[config.mk]
export PLATFORM = sky130hd
export DESIGN_NAME = cortez_cfg_loader_flat
export DESIGN_NICKNAME = d
export VERILOG_FILES = /design/src/rtl/cortez_cfg_loader_if.sv /design/src/rtl/cortez_cfg_loader.sv /design/src/flat_wrapper.sv
export SDC_FILE = /design/constraint.sdc
export NUM_CORES = 1
export LEC_CHECK = 0
export CAP_MARGIN = 20
export CORE_MARGIN = 4
export CORE_UTILIZATION = 35
export DETAILED_ROUTE_END_ITERATION = 12
export MAX_ROUTING_LAYER = met4
export PLACE_DENSITY = 0.59
export SYNTH_ARGS = -nofsm -noshare
export SYNTH_HDL_FRONTEND = slang
export SYNTH_SLANG_ARGS = --single-unit
[constraint.sdc]
create_clock -name CLK -period 9.9 [get_ports CLK]
set_clock_uncertainty 0.1 [all_clocks]
set_input_delay 1.485 -clock CLK [delete_from_list [all_inputs] [get_ports CLK]]
set_output_delay 1.485 -clock CLK [all_outputs]
set_load 0.1 [all_outputs]
[src/rtl/cortez_cfg_loader_if.sv]
// AXI4-Lite write-only channel bundle between the config loader (master) and the CORTEZ regpool (slave).
interface cortez_cfg_loader_if #(
    parameter int ADDR_WIDTH = 32,
    parameter int DATA_WIDTH = 8
);
    logic [ADDR_WIDTH-1:0]   M_AWADDR;
    logic                    M_AWVALID;
    logic                    M_AWREADY;
    logic [DATA_WIDTH-1:0]   M_WDATA;
    logic [DATA_WIDTH/8-1:0] M_WSTRB;
    logic                    M_WVALID;
    logic                    M_WREADY;
    logic [1:0]              M_BRESP;
    logic                    M_BVALID;
    logic                    M_BREADY;

    modport master (
        output M_AWADDR, M_AWVALID, M_WDATA, M_WSTRB, M_WVALID, M_BREADY,
        input  M_AWREADY, M_WREADY, M_BRESP, M_BVALID
    );

    modport slave (
        input  M_AWADDR, M_AWVALID, M_WDATA, M_WSTRB, M_WVALID, M_BREADY,
        output M_AWREADY, M_WREADY, M_BRESP, M_BVALID
    );
endinterface

[src/rtl/cortez_cfg_loader.sv]
// Hardware sequencer turning a weight/bias/grid byte stream into single-beat AXI4-Lite regpool writes.
// Define CFG_LOADER_AUTOSTART_EN to append the core start-command write after the grid segment.
`ifndef HL_WEIGHTS_0_0_OFFSET
`define HL_WEIGHTS_0_0_OFFSET 32'h0000_0010
`endif
`ifndef HL_BIAS_0_OFFSET
`define HL_BIAS_0_OFFSET 32'h0000_0130
`endif
`ifndef OL_WEIGHTS_0_0_OFFSET
`define OL_WEIGHTS_0_0_OFFSET 32'h0000_0150
`endif
`ifndef OL_BIAS_0_OFFSET
`define OL_BIAS_0_OFFSET 32'h0000_0190
`endif
`ifndef INPUT_GRID_0_OFFSET
`define INPUT_GRID_0_OFFSET 32'h0000_0198
`endif
`ifndef CORE_CTRL_OFFSET
`define CORE_CTRL_OFFSET 32'h0000_0000
`endif

module cortez_cfg_loader #(
    parameter int                    ADDR_WIDTH   = 32,
    parameter int                    DATA_WIDTH   = 8,
    parameter int                    NUM_INPUTS   = 9,
    parameter int                    NUM_HL_NODES = 8,
    parameter int                    NUM_OL_NODES = 2,
    parameter int                    ADDR_STRIDE  = 4,
    parameter logic [ADDR_WIDTH-1:0] HL_W_BASE    = `HL_WEIGHTS_0_0_OFFSET,
    parameter logic [ADDR_WIDTH-1:0] HL_B_BASE    = `HL_BIAS_0_OFFSET,
    parameter logic [ADDR_WIDTH-1:0] OL_W_BASE    = `OL_WEIGHTS_0_0_OFFSET,
    parameter logic [ADDR_WIDTH-1:0] OL_B_BASE    = `OL_BIAS_0_OFFSET,
    parameter logic [ADDR_WIDTH-1:0] GRID_BASE    = `INPUT_GRID_0_OFFSET,
    parameter logic [ADDR_WIDTH-1:0] CTRL_ADDR    = `CORE_CTRL_OFFSET,
    parameter logic [DATA_WIDTH-1:0] START_CMD    = 8'h02
) (
    input  logic                CLK,
    input  logic                RST,
    input  logic                START,
    input  logic [7:0]          S_DATA,
    input  logic                S_VALID,
    output logic                S_READY,
    cortez_cfg_loader_if.master axi,
    output logic                BUSY,
    output logic                DONE,
    output logic                ERROR,
    output logic [15:0]         WRITE_COUNT
);

    localparam int LEN_HL_W = NUM_HL_NODES * NUM_INPUTS;
    localparam int LEN_HL_B = NUM_HL_NODES;
    localparam int LEN_OL_W = NUM_OL_NODES * NUM_HL_NODES;
    localparam int LEN_OL_B = NUM_OL_NODES;
    localparam int LEN_GRID = NUM_INPUTS;

    typedef enum logic [2:0] {
        ST_IDLE,
        ST_FETCH,
        ST_WRITE,
        ST_RESP,
        ST_FINISH
    } state_e;

    typedef enum logic [2:0] {
        SEG_HL_W,
        SEG_HL_B,
        SEG_OL_W,
        SEG_OL_B,
        SEG_GRID,
        SEG_CTRL
    } seg_e;

`ifdef CFG_LOADER_AUTOSTART_EN
    localparam seg_e LAST_SEG = SEG_CTRL;
`else
    localparam seg_e LAST_SEG = SEG_GRID;
`endif

    function automatic logic [15:0] seg_len(input seg_e s);
        case (s)
            SEG_HL_W: seg_len = 16'(LEN_HL_W);
            SEG_HL_B: seg_len = 16'(LEN_HL_B);
            SEG_OL_W: seg_len = 16'(LEN_OL_W);
            SEG_OL_B: seg_len = 16'(LEN_OL_B);
            SEG_GRID: seg_len = 16'(LEN_GRID);
            default:  seg_len = 16'd1;
        endcase
    endfunction

    function automatic logic [ADDR_WIDTH-1:0] seg_base(input seg_e s);
        case (s)
            SEG_HL_W: seg_base = HL_W_BASE;
            SEG_HL_B: seg_base = HL_B_BASE;
            SEG_OL_W: seg_base = OL_W_BASE;
            SEG_OL_B: seg_base = OL_B_BASE;
            SEG_GRID: seg_base = GRID_BASE;
            default:  seg_base = CTRL_ADDR;
        endcase
    endfunction

    function automatic logic [15:0] sat_inc16(input logic [15:0] v);
        sat_inc16 = (v == 16'hFFFF) ? v : v + 16'd1;
    endfunction

    state_e                  state;
    state_e                  state_next;
    seg_e                    seg;
    seg_e                    seg_next;
    logic [15:0]             k;
    logic [ADDR_WIDTH-1:0]   addr_q;
    logic [DATA_WIDTH-1:0]   wdata_q;
    logic                    aw_done;
    logic                    w_done;
    logic [15:0]             write_count_q;
    logic                    error_q;

    logic                    aw_hs;
    logic                    w_hs;
    logic                    resp_err;
    logic                    last_in_seg;
    logic                    last_elem;
    logic                    ctrl_fetch;

    assign aw_hs       = (state == ST_WRITE) && !aw_done && axi.M_AWREADY;
    assign w_hs        = (state == ST_WRITE) && !w_done && axi.M_WREADY;
    assign resp_err    = (axi.M_BRESP != 2'b00);
    assign last_in_seg = (k == seg_len(seg) - 16'd1);
    assign last_elem   = (seg == LAST_SEG) && last_in_seg;
    assign seg_next    = seg_e'(seg + 3'd1);
    assign ctrl_fetch  = (seg == SEG_CTRL);

    // Address and data hold in registers across WRITE so both channels stay stable under backpressure.
    assign axi.M_AWADDR = addr_q;
    assign axi.M_WDATA  = wdata_q;
    assign axi.M_WSTRB  = '1;
    assign ERROR        = error_q;
    assign WRITE_COUNT  = write_count_q;

    always_ff @(posedge CLK) begin
        if (RST) begin
            state <= ST_IDLE;
        end else begin
            state <= state_next;
        end
    end

    always_comb begin
        state_next    = state;
        S_READY       = 1'b0;
        axi.M_AWVALID = 1'b0;
        axi.M_WVALID  = 1'b0;
        axi.M_BREADY  = 1'b0;
        BUSY          = 1'b1;
        DONE          = 1'b0;
        case (state)
            ST_IDLE: begin
                BUSY = 1'b0;
                if (START) state_next = ST_FETCH;
            end
            ST_FETCH: begin
                S_READY = !ctrl_fetch;
                if (ctrl_fetch || S_VALID) state_next = ST_WRITE;
            end
            ST_WRITE: begin
                axi.M_AWVALID = !aw_done;
                axi.M_WVALID  = !w_done;
                if ((aw_done || aw_hs) && (w_done || w_hs)) state_next = ST_RESP;
            end
            ST_RESP: begin
                axi.M_BREADY = 1'b1;
                if (axi.M_BVALID) begin
                    state_next = (resp_err || last_elem) ? ST_FINISH : ST_FETCH;
                end
            end
            ST_FINISH: begin
                DONE       = 1'b1;
                state_next = ST_IDLE;
            end
            default: state_next = ST_IDLE;
        endcase
    end

    always_ff @(posedge CLK) begin
        if (RST) begin
            seg           <= SEG_HL_W;
            k             <= 16'd0;
            addr_q        <= '0;
            wdata_q       <= '0;
            aw_done       <= 1'b0;
            w_done        <= 1'b0;
            write_count_q <= 16'd0;
            error_q       <= 1'b0;
        end else begin
            case (state)
                ST_IDLE: begin
                    if (START) begin
                        seg           <= SEG_HL_W;
                        k             <= 16'd0;
                        addr_q        <= HL_W_BASE;
                        write_count_q <= 16'd0;
                        error_q       <= 1'b0;
                    end
                end
                ST_FETCH: begin
                    aw_done <= 1'b0;
                    w_done  <= 1'b0;
                    if (ctrl_fetch) begin
                        wdata_q <= START_CMD;
                    end else if (S_VALID) begin
                        wdata_q <= DATA_WIDTH'(S_DATA);
                    end
                end
                ST_WRITE: begin
                    if (aw_hs) aw_done <= 1'b1;
                    if (w_hs)  w_done  <= 1'b1;
                end
                ST_RESP: begin
                    if (axi.M_BVALID) begin
                        write_count_q <= sat_inc16(write_count_q);
                        if (resp_err) begin
                            error_q <= 1'b1;
                        end else if (!last_elem) begin
                            if (last_in_seg) begin
                                seg    <= seg_next;
                                k      <= 16'd0;
                                addr_q <= seg_base(seg_next);
                            end else begin
                                k      <= k + 16'd1;
                                addr_q <= addr_q + ADDR_WIDTH'(ADDR_STRIDE);
                            end
                        end
                    end
                end
                default: ;
            endcase
        end
    end

endmodule
[src/flat_wrapper.sv]
// flat-port wrapper written by rule: the top's interface ports become plain ports
module cortez_cfg_loader_flat 
#(
    parameter int                    ADDR_WIDTH   = 32,
    parameter int                    DATA_WIDTH   = 8,
    parameter int                    NUM_INPUTS   = 9,
    parameter int                    NUM_HL_NODES = 8,
    parameter int                    NUM_OL_NODES = 2,
    parameter int                    ADDR_STRIDE  = 4,
    parameter logic [ADDR_WIDTH-1:0] HL_W_BASE    = `HL_WEIGHTS_0_0_OFFSET,
    parameter logic [ADDR_WIDTH-1:0] HL_B_BASE    = `HL_BIAS_0_OFFSET,
    parameter logic [ADDR_WIDTH-1:0] OL_W_BASE    = `OL_WEIGHTS_0_0_OFFSET,
    parameter logic [ADDR_WIDTH-1:0] OL_B_BASE    = `OL_BIAS_0_OFFSET,
    parameter logic [ADDR_WIDTH-1:0] GRID_BASE    = `INPUT_GRID_0_OFFSET,
    parameter logic [ADDR_WIDTH-1:0] CTRL_ADDR    = `CORE_CTRL_OFFSET,
    parameter logic [DATA_WIDTH-1:0] START_CMD    = 8'h02
)
  (CLK, RST, START, S_DATA, S_VALID, S_READY, BUSY, DONE, ERROR, WRITE_COUNT, axi_M_AWADDR, axi_M_AWVALID, axi_M_WDATA, axi_M_WSTRB, axi_M_WVALID, axi_M_BREADY, axi_M_AWREADY, axi_M_WREADY, axi_M_BRESP, axi_M_BVALID);
  cortez_cfg_loader_if #(.ADDR_WIDTH(ADDR_WIDTH), .DATA_WIDTH(DATA_WIDTH)) axi_i ();
  input  logic CLK;
  input  logic RST;
  input  logic START;
  input  logic [7:0] S_DATA;
  input  logic S_VALID;
  output logic S_READY;
  output logic BUSY;
  output logic DONE;
  output logic ERROR;
  output logic [15:0] WRITE_COUNT;
  output wire logic [$bits(axi_i.M_AWADDR)-1:0] axi_M_AWADDR;
  output wire logic [$bits(axi_i.M_AWVALID)-1:0] axi_M_AWVALID;
  output wire logic [$bits(axi_i.M_WDATA)-1:0] axi_M_WDATA;
  output wire logic [$bits(axi_i.M_WSTRB)-1:0] axi_M_WSTRB;
  output wire logic [$bits(axi_i.M_WVALID)-1:0] axi_M_WVALID;
  output wire logic [$bits(axi_i.M_BREADY)-1:0] axi_M_BREADY;
  input wire logic [$bits(axi_i.M_AWREADY)-1:0] axi_M_AWREADY;
  input wire logic [$bits(axi_i.M_WREADY)-1:0] axi_M_WREADY;
  input wire logic [$bits(axi_i.M_BRESP)-1:0] axi_M_BRESP;
  input wire logic [$bits(axi_i.M_BVALID)-1:0] axi_M_BVALID;
  assign axi_M_AWADDR = axi_i.M_AWADDR;
  assign axi_M_AWVALID = axi_i.M_AWVALID;
  assign axi_M_WDATA = axi_i.M_WDATA;
  assign axi_M_WSTRB = axi_i.M_WSTRB;
  assign axi_M_WVALID = axi_i.M_WVALID;
  assign axi_M_BREADY = axi_i.M_BREADY;
  assign axi_i.M_AWREADY = axi_M_AWREADY;
  assign axi_i.M_WREADY = axi_M_WREADY;
  assign axi_i.M_BRESP = axi_M_BRESP;
  assign axi_i.M_BVALID = axi_M_BVALID;
  cortez_cfg_loader #(.ADDR_WIDTH(ADDR_WIDTH), .DATA_WIDTH(DATA_WIDTH), .NUM_INPUTS(NUM_INPUTS), .NUM_HL_NODES(NUM_HL_NODES), .NUM_OL_NODES(NUM_OL_NODES), .ADDR_STRIDE(ADDR_STRIDE), .HL_W_BASE(HL_W_BASE), .HL_B_BASE(HL_B_BASE), .OL_W_BASE(OL_W_BASE), .OL_B_BASE(OL_B_BASE), .GRID_BASE(GRID_BASE), .CTRL_ADDR(CTRL_ADDR), .START_CMD(START_CMD)) u_core (.CLK(CLK), .RST(RST), .START(START), .S_DATA(S_DATA), .S_VALID(S_VALID), .S_READY(S_READY), .axi(axi_i), .BUSY(BUSY), .DONE(DONE), .ERROR(ERROR), .WRITE_COUNT(WRITE_COUNT));
endmodule
==> impl_results.md <==
* Status: finished, final reports clean
* Leading cell type in the layout, fill and taps excluded: dfxtp_1
* Synth async-reset ratio at 0
* Reg2Reg Depth at 15
* PostCTS Resize Cnt at 0
* Die H at 118 µm
* Fraction of layout cells with a size suffix above 1 at 0.0518
* Via count at 3819
* Synth top area share at 0.376
* Fin. max-slew vios at 0
* PwrDens at 150 nW/µm²
* Largest net degree at the start of global routing at between 40 and 50
* Seq cells post-synth at 79
* Pint at 563 µW
* Die area at 13800 µm²
* Avg WL per Cell at about 14 µm
* Fin util at 0.461
* Clock-pin slew on the worst setup and hold paths at 0.06 ns
* CP endpoint kind: primary output
* CTS tree: yes
* Final net count at 624
* Final number of setup-violating endpoints at 0
* Largest cells by area after synthesis: dfxtp_1, nor2_1, xor2_1, nand3_1, xnor2_1
* EDFF count, synth at 0
* Minimum clock period after layout at about 4.4 ns
* Combinational cell fraction of total power at 0.170
* Die span in x at 118 µm
* Slew headroom at 0.334
* Area grow syn2layout at 26.9%
* Sw Ratio at 0.297
* CP Data Arrival Time at about 2.8 ns
* Row Count at 39
* Fin crit share at 0.443
* Starting Density at 0.363
* Vias in the first global route at about 3800
* Hold Path Depth at 2
* Clock buffer depth at 2
* Core Footprint at 11600 µm²
* Crit path kind: reg2out
* Inserted Diodes at 0
* Detailed-placement wirelength estimate at 7320 µm
* Cells after Synth at between 500 and 600
* Dpl ws at 5.75 ns
* Slew @ Worst Pin at 0.995 ns
* Hold Crit Class: reg2reg
* DR vias/cell at 5.15
* Library cells used by synthesis at 51
* Critical Path Start Type: flip-flop
* Grt total ovfl at 0
* Sequential share of power at 0.420
* Clk pwr share at 0.409
* Register area share after synthesis at 0.376
* Post-Syn Area at 4200 µm²
* Root Driver: clkbuf_16
* PortBufs at 77
* Post-CTS setup buffers at 0
* Cts bufs inserted at 9
* Most frequent cells in the layout: dfxtp_1, clkdlybuf4s50_1, nor2_1
* Hold Buf Count CTS at 0
* Clk_lat worst skew at 0.33 ns
* Clk sinks at 79
* Max-Cap Viols at 0
* Leading area contributor after synthesis: dfxtp_1
* RSZ-0062 raised after global routing: no
* H-tree depth at 3
* First-pass GRT wire length at 17500 µm
* Final WL at 10300 µm
* Post-DRT Antenna Nets at 0
* Worst ir drop on vdd at 0.0745 mV
* DR pass1 iterations at 4
* Gr usage total at 0.152
* Drc violations at 0
* Syn avg cell area at about 8 µm²
* I/O pin count at 81
* Endpoints failing hold at 0
* Antenna violations before repair at 0
* Drt first-iter violations at 247
* CP Max Fanout at 15
* Ys Warns at 0
* Top_reg_cell synth: dfxtp_1
* Fmax at roughly 0.23 GHz
* Sw Pwr at 238 µW
* Placer Congestion at 0.849
* Setup ws final at 5.51 ns
* FILL cells at 1118
* P_leak at 1.77 nW
* WP data required at 8.32 ns
* Setup_tns at 0 ns
## sequential cells by signal (all words and copies together) (netlist names)
signal and count:
u_core.axi.M_AWADDR 30, u_core.WRITE_COUNT 16, u_core.k 16, u_core.axi.M_WDATA 8, u_core.seg 3, u_core.state 3, u_core.ERROR 1, u_core.aw_done 1
u_core.w_done 1
## per-layer routing
metal	part of all wire	global-route usage	vias to the layer above
li1	-	-	1962
met1	0.49	0.191	1754
met2	0.45	0.244	93
met3	0.048	0.0399	10
met4	0.011	0.0418	0
met5	0	-	-
## stage by stage
stage | instances | power (mW) | instance area [µm²] | hold WS [ns]
floorplan | 529 | 0.448 | 4210 | 0.373
global placement | 726 | 0.479 | 5040 | 0.341
detailed placement | 726 | 0.480 | 5040 | 0.352
CTS | 742 | 0.811 | 5330 | 0.356
global route | 742 | 0.835 | 5330 | 0.371
finish | 742 | 0.801 | 5330 | 0.353
## cells in the mapped netlist, types with 4 or more instances
cell      number
and3_1         8
nand4_1       16
dfxtp_1       79
nor3_1        28
nand3_1       45
or2_2          6
nor4_1         9
xnor2_1       23
ha_1          13
nor2_1        73
o21ai_0       18
xor2_1        29
inv_1         11
nand2_1       46
nand2b_1       4
clkbuf_1       9
a31oi_1        4
buf_2         11
or3_1         13
a21oi_1       34
nor2b_1        5
## cells by family (layout without fill, tap and decap cells)
kind of cell / Yosys count / after routing / synth area share
muxes: 1 / 1 / 0.00238
buffers and inverters: 37 / 107 / 0.0444
and+or+nand+nor: 271 / 271 / 0.325
AOI/OAI and AO/OA: 72 / 72 / 0.0995
other: 2 / 3 / 0.00179
adders and majority gates: 13 / 13 / 0.0387
DFF: 79 / 79 / 0.376
xor gates and xnor gates: 53 / 53 / 0.112
## power by group through the flow
| stage | combinational [mW] | sequential (mW) | clock, mW |
|---|---|---|---|
| finish | 0.136 | 0.337 | 0.328 |
| global route | 0.146 | 0.338 | 0.351 |
| CTS | 0.137 | 0.336 | 0.337 |
| detailed placement | 0.137 | 0.344 | 0 |
| global placement | 0.136 | 0.343 | 0 |
| floorplan | 0.0821 | 0.366 | 0 |
## cell type report
cell class	instances	area, µm²	area share
clock buffers	13	250	0.0469
clock inverters	3	42.5	0.00798
inverters	11	41.3	0.00774
multi-input cells	413	2440	0.458
flip-flops and latches	79	1580	0.297
well taps	143	179	0.0336
repair buffers	80	793	0.149
## path summary, 6_finish.rpt
check | start | endpoint | slack, ns
max reg2reg | u_core.seg[0]$_SDFFE_PP0P_ | u_core.k[2]$_SDFFE_PP0P_ | 5.87
min reg2reg | u_core.axi.M_WDATA[6]$_SDFFE_PP0P_ | u_core.axi.M_WDATA[6]$_SDFFE_PP0P_ | 0.35
min | u_core.axi.M_WDATA[6]$_SDFFE_PP0P_ | u_core.axi.M_WDATA[6]$_SDFFE_PP0P_ | 0.35
max | u_core.state[1]$_SDFFE_PP0P_ | axi_M_BREADY | 5.51
## critical path, stage by stage, from the launching register on
cell,delay [ns]
dfxtp_1,0.59
nor2b_1,0.28
nand2_1,0.19
inv_1,0.24
clkdlybuf4s50_1,1.18
No activity file was read; power rests on OpenSTA's default activity.
